## src/rtl/fmul_s3.sv

```systemverilog
`default_nettype none
// ============================================================================
// fmul_s3 : FP multiplier final stage - normalize, IEEE round, pack, flags
// Revision 1.0
// ============================================================================
module fmul_s3 #(
  parameter int EXPWIDTH  = 8,
  parameter int PRECISION = 24,
  parameter int CTRLW     = 8
) (
  input  logic                          clk,
  input  logic                          rst_n,
  input  logic                          in_valid_i,
  output logic                          in_ready_o,
  input  logic                          in_special_case_valid_i,
  input  logic                          in_special_case_nan_i,
  input  logic                          in_special_case_inf_i,
  input  logic                          in_special_case_inv_i,
  input  logic                          in_special_case_haszero_i,
  input  logic                          in_earyl_overflow_i,
  input  logic                          in_prod_sign_i,
  input  logic [EXPWIDTH:0]             in_shift_amt_i,
  input  logic [EXPWIDTH:0]             in_exp_shifted_i,
  input  logic                          in_may_be_subnormal_i,
  input  logic [2:0]                    in_rm_i,
  input  logic [2*PRECISION-1:0]        in_prod_i,
  input  logic [CTRLW-1:0]              in_ctrl_i,
  output logic                          out_valid_o,
  input  logic                          out_ready_i,
  output logic [EXPWIDTH+PRECISION-1:0] out_result_o,
  output logic [4:0]                    out_fflags_o,
  output logic [CTRLW-1:0]              out_ctrl_o
);

  localparam int c_w2p = 2 * PRECISION;
  localparam int c_wr  = EXPWIDTH + PRECISION;
  localparam logic [2:0] c_rm_rne = 3'd0;
  localparam logic [2:0] c_rm_rtz = 3'd1;
  localparam logic [2:0] c_rm_rdn = 3'd2;
  localparam logic [2:0] c_rm_rup = 3'd3;
  localparam logic [2:0] c_rm_rmm = 3'd4;
  localparam logic [EXPWIDTH:0] c_exp_sat = {1'b0, {EXPWIDTH{1'b1}}};

  // --------------------------------------------------------------------------
  // Handshake: each stage advances when its successor can take it
  // --------------------------------------------------------------------------
  logic a_valid_q, a_valid_d;
  logic b_valid_q, b_valid_d;
  logic adv_a, adv_b, accept;

  always_comb begin
    adv_b  = !b_valid_q || out_ready_i;
    adv_a  = !a_valid_q || adv_b;
    accept = in_valid_i && adv_a;
  end

  assign in_ready_o  = adv_a;

  // --------------------------------------------------------------------------
  // Stage A: normalize the raw product
  // --------------------------------------------------------------------------
  logic [c_w2p-1:0]  sh;
  logic              top;
  logic              sub;
  logic [c_w2p-2:0]  norm_sig;
  logic [EXPWIDTH:0] norm_exp;
  logic [2:0]        rm_eff;

  always_comb begin
    sh  = in_prod_i << in_shift_amt_i;
    top = sh[c_w2p-1];
    sub = in_may_be_subnormal_i && !top;
    // the hidden bit is dropped here; a subnormal keeps its position unshifted
    if (top || sub) begin
      norm_sig = sh[c_w2p-2:0];
    end else begin
      norm_sig = {sh[c_w2p-3:0], 1'b0};
    end
    if (sub) begin
      norm_exp = '0;
    end else if (top) begin
      norm_exp = in_exp_shifted_i;
    end else begin
      norm_exp = in_exp_shifted_i - {{EXPWIDTH{1'b0}}, 1'b1};
    end
    rm_eff = (in_rm_i > c_rm_rmm) ? c_rm_rne : in_rm_i;
  end

  logic              a_spc_q,  a_spc_d;
  logic              a_nan_q,  a_nan_d;
  logic              a_inf_q,  a_inf_d;
  logic              a_inv_q,  a_inv_d;
  logic              a_zero_q, a_zero_d;
  logic              a_eov_q,  a_eov_d;
  logic              a_sign_q, a_sign_d;
  logic [2:0]        a_rm_q,   a_rm_d;
  logic [EXPWIDTH:0] a_exp_q,  a_exp_d;
  logic [c_w2p-2:0]  a_sig_q,  a_sig_d;
  logic [CTRLW-1:0]  a_ctrl_q, a_ctrl_d;

  always_comb begin
    a_valid_d = adv_a ? in_valid_i : a_valid_q;
    a_spc_d   = a_spc_q;
    a_nan_d   = a_nan_q;
    a_inf_d   = a_inf_q;
    a_inv_d   = a_inv_q;
    a_zero_d  = a_zero_q;
    a_eov_d   = a_eov_q;
    a_sign_d  = a_sign_q;
    a_rm_d    = a_rm_q;
    a_exp_d   = a_exp_q;
    a_sig_d   = a_sig_q;
    a_ctrl_d  = a_ctrl_q;
    if (accept) begin
      a_spc_d  = in_special_case_valid_i;
      a_nan_d  = in_special_case_nan_i;
      a_inf_d  = in_special_case_inf_i;
      a_inv_d  = in_special_case_inv_i;
      a_zero_d = in_special_case_haszero_i;
      a_eov_d  = in_earyl_overflow_i;
      a_sign_d = in_prod_sign_i;
      a_rm_d   = rm_eff;
      a_exp_d  = norm_exp;
      a_sig_d  = norm_sig;
      a_ctrl_d = in_ctrl_i;
    end
  end

  // --------------------------------------------------------------------------
  // Stage B: round, detect overflow, resolve special cases
  // --------------------------------------------------------------------------
  logic [PRECISION-2:0]      frac;
  logic                      g, st, inc;
  logic                      of, nx, uf, ovf_inf;
  logic [c_wr-2:0]           rounded;
  logic [c_wr-1:0]           res_n;
  logic [4:0]                flags_n;

  always_comb begin
    frac = a_sig_q[c_w2p-2:PRECISION];
    g    = a_sig_q[PRECISION-1];
    st   = |a_sig_q[PRECISION-2:0];
    case (a_rm_q)
      c_rm_rne: inc = g && (st || frac[0]);
      c_rm_rtz: inc = 1'b0;
      c_rm_rdn: inc = a_sign_q && (g || st);
      c_rm_rup: inc = !a_sign_q && (g || st);
      c_rm_rmm: inc = g;
      default:  inc = g && (st || frac[0]);
    endcase
    // a fraction carry ripples into the exponent field
    rounded = {a_exp_q[EXPWIDTH-1:0], frac} + {{(c_wr-2){1'b0}}, inc};
    of      = a_eov_q || (a_exp_q >= c_exp_sat) || (&rounded[c_wr-2:PRECISION-1]);
    nx      = g || st || of;
    uf      = nx && (a_exp_q == '0);
    ovf_inf = (a_rm_q == c_rm_rne) || (a_rm_q == c_rm_rmm) ||
              ((a_rm_q == c_rm_rup) && !a_sign_q) ||
              ((a_rm_q == c_rm_rdn) && a_sign_q);

    if (of && ovf_inf) begin
      res_n = {a_sign_q, {EXPWIDTH{1'b1}}, {(PRECISION-1){1'b0}}};
    end else if (of) begin
      res_n = {a_sign_q, {(EXPWIDTH-1){1'b1}}, 1'b0, {(PRECISION-1){1'b1}}};
    end else begin
      res_n = {a_sign_q, rounded};
    end
    flags_n = {1'b0, 1'b0, of, uf, nx};

    if (a_spc_q && a_nan_q) begin
      res_n   = {1'b0, {EXPWIDTH{1'b1}}, 1'b1, {(PRECISION-2){1'b0}}};
      flags_n = {a_inv_q, 4'b0000};
    end else if (a_spc_q && a_inf_q) begin
      res_n   = {a_sign_q, {EXPWIDTH{1'b1}}, {(PRECISION-1){1'b0}}};
      flags_n = 5'b00000;
    end else if (a_spc_q && a_zero_q) begin
      res_n   = {a_sign_q, {(c_wr-1){1'b0}}};
      flags_n = 5'b00000;
    end
  end

  logic [c_wr-1:0]  res_q,    res_d;
  logic [4:0]       fflags_q, fflags_d;
  logic [CTRLW-1:0] ctrl_q,   ctrl_d;

  always_comb begin
    b_valid_d = adv_b ? a_valid_q : b_valid_q;
    res_d     = res_q;
    fflags_d  = fflags_q;
    ctrl_d    = ctrl_q;
    if (adv_b && a_valid_q) begin
      res_d    = res_n;
      fflags_d = flags_n;
      ctrl_d   = a_ctrl_q;
    end
  end

  // --------------------------------------------------------------------------
  // Registers
  // --------------------------------------------------------------------------
  always_ff @(posedge clk or negedge rst_n) begin
    if (!rst_n) begin
      a_valid_q <= 1'b0;
      a_spc_q   <= 1'b0;
      a_nan_q   <= 1'b0;
      a_inf_q   <= 1'b0;
      a_inv_q   <= 1'b0;
      a_zero_q  <= 1'b0;
      a_eov_q   <= 1'b0;
      a_sign_q  <= 1'b0;
      a_rm_q    <= '0;
      a_exp_q   <= '0;
      a_sig_q   <= '0;
      a_ctrl_q  <= '0;
      b_valid_q <= 1'b0;
      res_q     <= '0;
      fflags_q  <= '0;
      ctrl_q    <= '0;
    end else begin
      a_valid_q <= a_valid_d;
      a_spc_q   <= a_spc_d;
      a_nan_q   <= a_nan_d;
      a_inf_q   <= a_inf_d;
      a_inv_q   <= a_inv_d;
      a_zero_q  <= a_zero_d;
      a_eov_q   <= a_eov_d;
      a_sign_q  <= a_sign_d;
      a_rm_q    <= a_rm_d;
      a_exp_q   <= a_exp_d;
      a_sig_q   <= a_sig_d;
      a_ctrl_q  <= a_ctrl_d;
      b_valid_q <= b_valid_d;
      res_q     <= res_d;
      fflags_q  <= fflags_d;
      ctrl_q    <= ctrl_d;
    end
  end

  assign out_valid_o  = b_valid_q;
  assign out_result_o = res_q;
  assign out_fflags_o = fflags_q;
  assign out_ctrl_o   = ctrl_q;

endmodule
`default_nettype wire

```

## config.mk

```make
export PLATFORM = sky130hd
export DESIGN_NAME = fmul_s3
export DESIGN_NICKNAME = d
export VERILOG_FILES = /design/src/rtl/fmul_s3.sv
export SDC_FILE = /design/constraint.sdc
export NUM_CORES = 1
export LEC_CHECK = 0
export CAP_MARGIN = 20
export CORE_UTILIZATION = 35
export DETAILED_ROUTE_END_ITERATION = 12
export HOLD_SLACK_MARGIN = 0.08
export PLACE_DENSITY = 0.6
export SYNTH_ARGS = -nofsm -noshare
export SYNTH_HDL_FRONTEND = slang
export SYNTH_SLANG_ARGS = --single-unit
```

## constraint.sdc

```tcl
create_clock -name clk -period 3.6 [get_ports clk]
set_input_delay 0.72 -clock clk [delete_from_list [all_inputs] [get_ports clk]]
set_output_delay 0.72 -clock clk [all_outputs]
set_load 0.02 [all_outputs]
```

==> impl_metrics.yaml <==
run_status:
  status: "completed"
cells_and_area:
  n_antenna_cell: 0
  drive_gt1_share_pct: 22.7
  synthToLayoutAreaGrowth_pct: 28.8
  fin_util_pct: 46.3
  finalNetCount: 1302
  stdcell_area_mm2: 0.0130
timing:
  finalSetupTns_ns: 0
  fin_ws_ns: 0.229
  max_freq_mhz: 297
  setup_viol: 0
  rsz0062_at_grt: "false"
  clock_skew_ns: 0.00976
  hold_violations: 0
  slew_headroom_pct: 47.5
  worst_pin_slew_ns: 0.788
  report.final.slew_viol_count: 0
  hold-worst-slack_ns: 0.386
  fin_crit_sh_pct: 93.6
  post-route-min-period_ns: 3.37
die:
  chipHeight_um: 172
  io_pins: 136
  dieArea_mm2: 0.0295
  fp-row-count: 61
  die_x_um: 172
  coreArea_mm2: 0.0281
  start_util_pct: 35.9
worst_setup_path:
  crit_start: "a_sig_q[6]"
  critPathArrivalTime_ns: 3.68
  critPathBufInv: 1
  r2r_slack_ns: 0.23
  crit_type: "register to register"
  path_cells: "nor4_1 -> nand3_1 -> a211oi_1 -> o32a_1 -> nor2_1 -> ha_1 -> ha_1 -> nand3_1 -> nor2_1 -> nand4_1 -> xor2_1 -> o31ai_2 -> buf_4 -> o31a_1 -> a32o_1"
  cpMaxStageDelayCell: "nor4_1"
  start_kind: "register"
  crit_family: "compound AO/OA/AOI/OAI gates"
  endpoint_kind: "register"
  crit_required_ns: 3.91
  max_stage_delay_ns: 0.40
  r2r-end: "out_fflags_o[1]"
  cp_max_fo: 4
  r2r_cells: 15
  rr_startpoint: "a_sig_q[6]"
detailed_routing:
  wirelength_mm: 34.0
  drcViolationCount: 0
  num_vias: 9575
  dr.first_iter.drc_count: 779
  dr.pass1.iters: 7
  antenna_left: 0
  wl_per_cell_um: 21.3
  viasPerCell: 5.98
placement:
  preCtsSetupSlack_ns: 0.0941
  dp_hpwl_mm: 26.2
  port_buffers: 134
  routabilityCongestion: 0.974
  placed_cell_area_mm2: 0.0124
global_routing:
  track_usage_pct: 23.6
  grt_pass1_vias: 9407
  grtUsageMet2_pct: 38.8
  use_met3_pct: 3.93
  top_usage_layer: "met2"
  grt-ovfl-total: 0
  antenna_found_initial: 0
  grt_max_degree: 63
  grt_pass1_wl_mm: 53.5
  grt.met1_usage_pct: 31.4
clocking:
  cts_max_level: 4
  worstSkewPairLatency_ns: 0.42
  cts_inserted_buffers: 17
  clk_pin_slew_ns: 0.06
  clock_path_buffers: 2
  cts-root-buf: "clkbuf_16"
  hold_buffers: 0
  cts_tree: "done"
  cts_sinks: 120
yosys:
  mappedNetlistNets: 1130
  synth.top_cell.area_share_pct: 29.8
  synth.most_common_cell: "nand2_1"
  synth-edff-count: 0
  synth_top_area_cell: "dfrtp_1"
  yosys_warnings: 0
  syn_avg_cell_area_um2: 9.73
  yosysSeqAreaShare_pct: 29.8
  synthArstFlopShare_pct: 100
  ys.flop_type: "dfrtp_1"
  yosys-top-cells-count: "132 x nand2_1, 120 x dfrtp_1, 77 x mux4_2, 77 x nor2_1, 57 x nand3_1"
  ys_types: 76
  syn-instance-count: 1037
  netlist_area_mm2: 0.0101
  synth_area_leaders: "dfrtp_1 30%, mux4_2 17%, a221o_1 5.2%"
  ys_seq_elements: 120
worst_hold_path:
  worstHoldPathType: "input pin to asynchronous set/reset pin"
flow_run:
  max-cap-violations: 0
power:
  p_leak_nw: 5.29
  pwr_density_cell_mw_per_mm2: 379
  ir_worst_vdd_mv: 0.254
final cells by class:
class | instances | area [um^2]
sequential | 120 | 3000
inverter | 14 | 52.6
clock inverter | 14 | 149
clock buffer | 18 | 439
timing repair buffer | 240 | 2240
tap | 378 | 473
multi-input combinational | 816 | 6640
fill | 2739 | 15100
flip-flops by register name (all words and copies together) (netlist names), 3 cells and up:
name          flops
a_exp_q           9
a_rm_q            3
out_ctrl_o        8
out_result_o     32
a_ctrl_q          8
out_fflags_o      4
a_sig_q          47
metal layers:
metal  vias to the layer above  wire [um]
li1                       4386          -
met5                         -          0
met1                      4723      14700
met2                       403      16200
met4                         0        847
met3                        63       2260
cell families (layout without fill, tap and decap cells):
family	count (synthesis)	after routing	share of synthesized area, %
AO/OA/AOI/OAI	227	227	17.8
XOR/XNOR	28	28	2.43
adder cells (fa/ha/maj)	4	4	0.496
buffers and inverters	101	286	4.65
flip-flops	120	120	29.8
multiplexers	159	159	25.8
other	1	1	0.0372
AND/OR/NAND/NOR	397	397	19.0
report_power, final:
group	leakage (nW)	switching, W	internal (W)
logic	3.45	0.000821	0.000781
clock network	0.279	0.000633	0.00104
registers	1.56	0.000133	0.00153
through the flow:
stage                     power [W]  std cells
after floorplan             0.00254       1037
after global placement      0.00326       1567
after detailed placement    0.00328       1567
after CTS                   0.00495       1599
after global routing        0.00516       1600
final                       0.00493       1600
layout by cell type (no fill, tap or decap), types with 7 or more instances in the layout:
cell and instances:
a211o_1 11, a21oi_1 23, a221o_1 52, a22oi_1 10, and2_1 12, and3_1 11, buf_12 10, buf_4 99
clkbuf_16 17, clkdlybuf4s50_1 129, dfrtp_1 120, inv_1 12, mux2_2 37, mux2i_1 44, mux4_2 77, nand2_1 131
nand2b_1 10, nand3_1 57, nand4_1 8, nor2_1 77, nor2b_1 9, nor3_1 28, nor4_1 9, o211ai_1 14
o21ai_0 34, or2_2 7, or3_1 10, xnor2_1 17, xor2_1 11
worst reg2reg max path: cells and delay by family, from the launching register on:
family	cells	cell delay (ns)
AOI/OAI and AO/OA	5	1.08
and+or+nand+nor	6	0.95
adders and majority gates	2	0.43
DFF	1	0.39
xor gates and xnor gates	1	0.24
buffers and inverters	1	0.20
worst max path at each step:
stage                       end  slack [ns]  cells past startpoint
2_1_floorplan  out_result_o[10]        0.15                     14
4_1_cts        out_result_o[21]        0.22                     16
3_3_place_gp        a_sig_q[21]        0.16                      9
5_1_grt        out_result_o[21]       0.007                     16
3_5_place_dp        a_sig_q[21]        0.09                      8
6_report        out_fflags_o[1]        0.23                     15
what timing repair did:
action	4_1_cts	5_1_grt
setup endpoints to repair	0	24
setup buffers	0	1
gates resized for setup	0	1
Note: power is estimated with default switching activity, not from simulation.
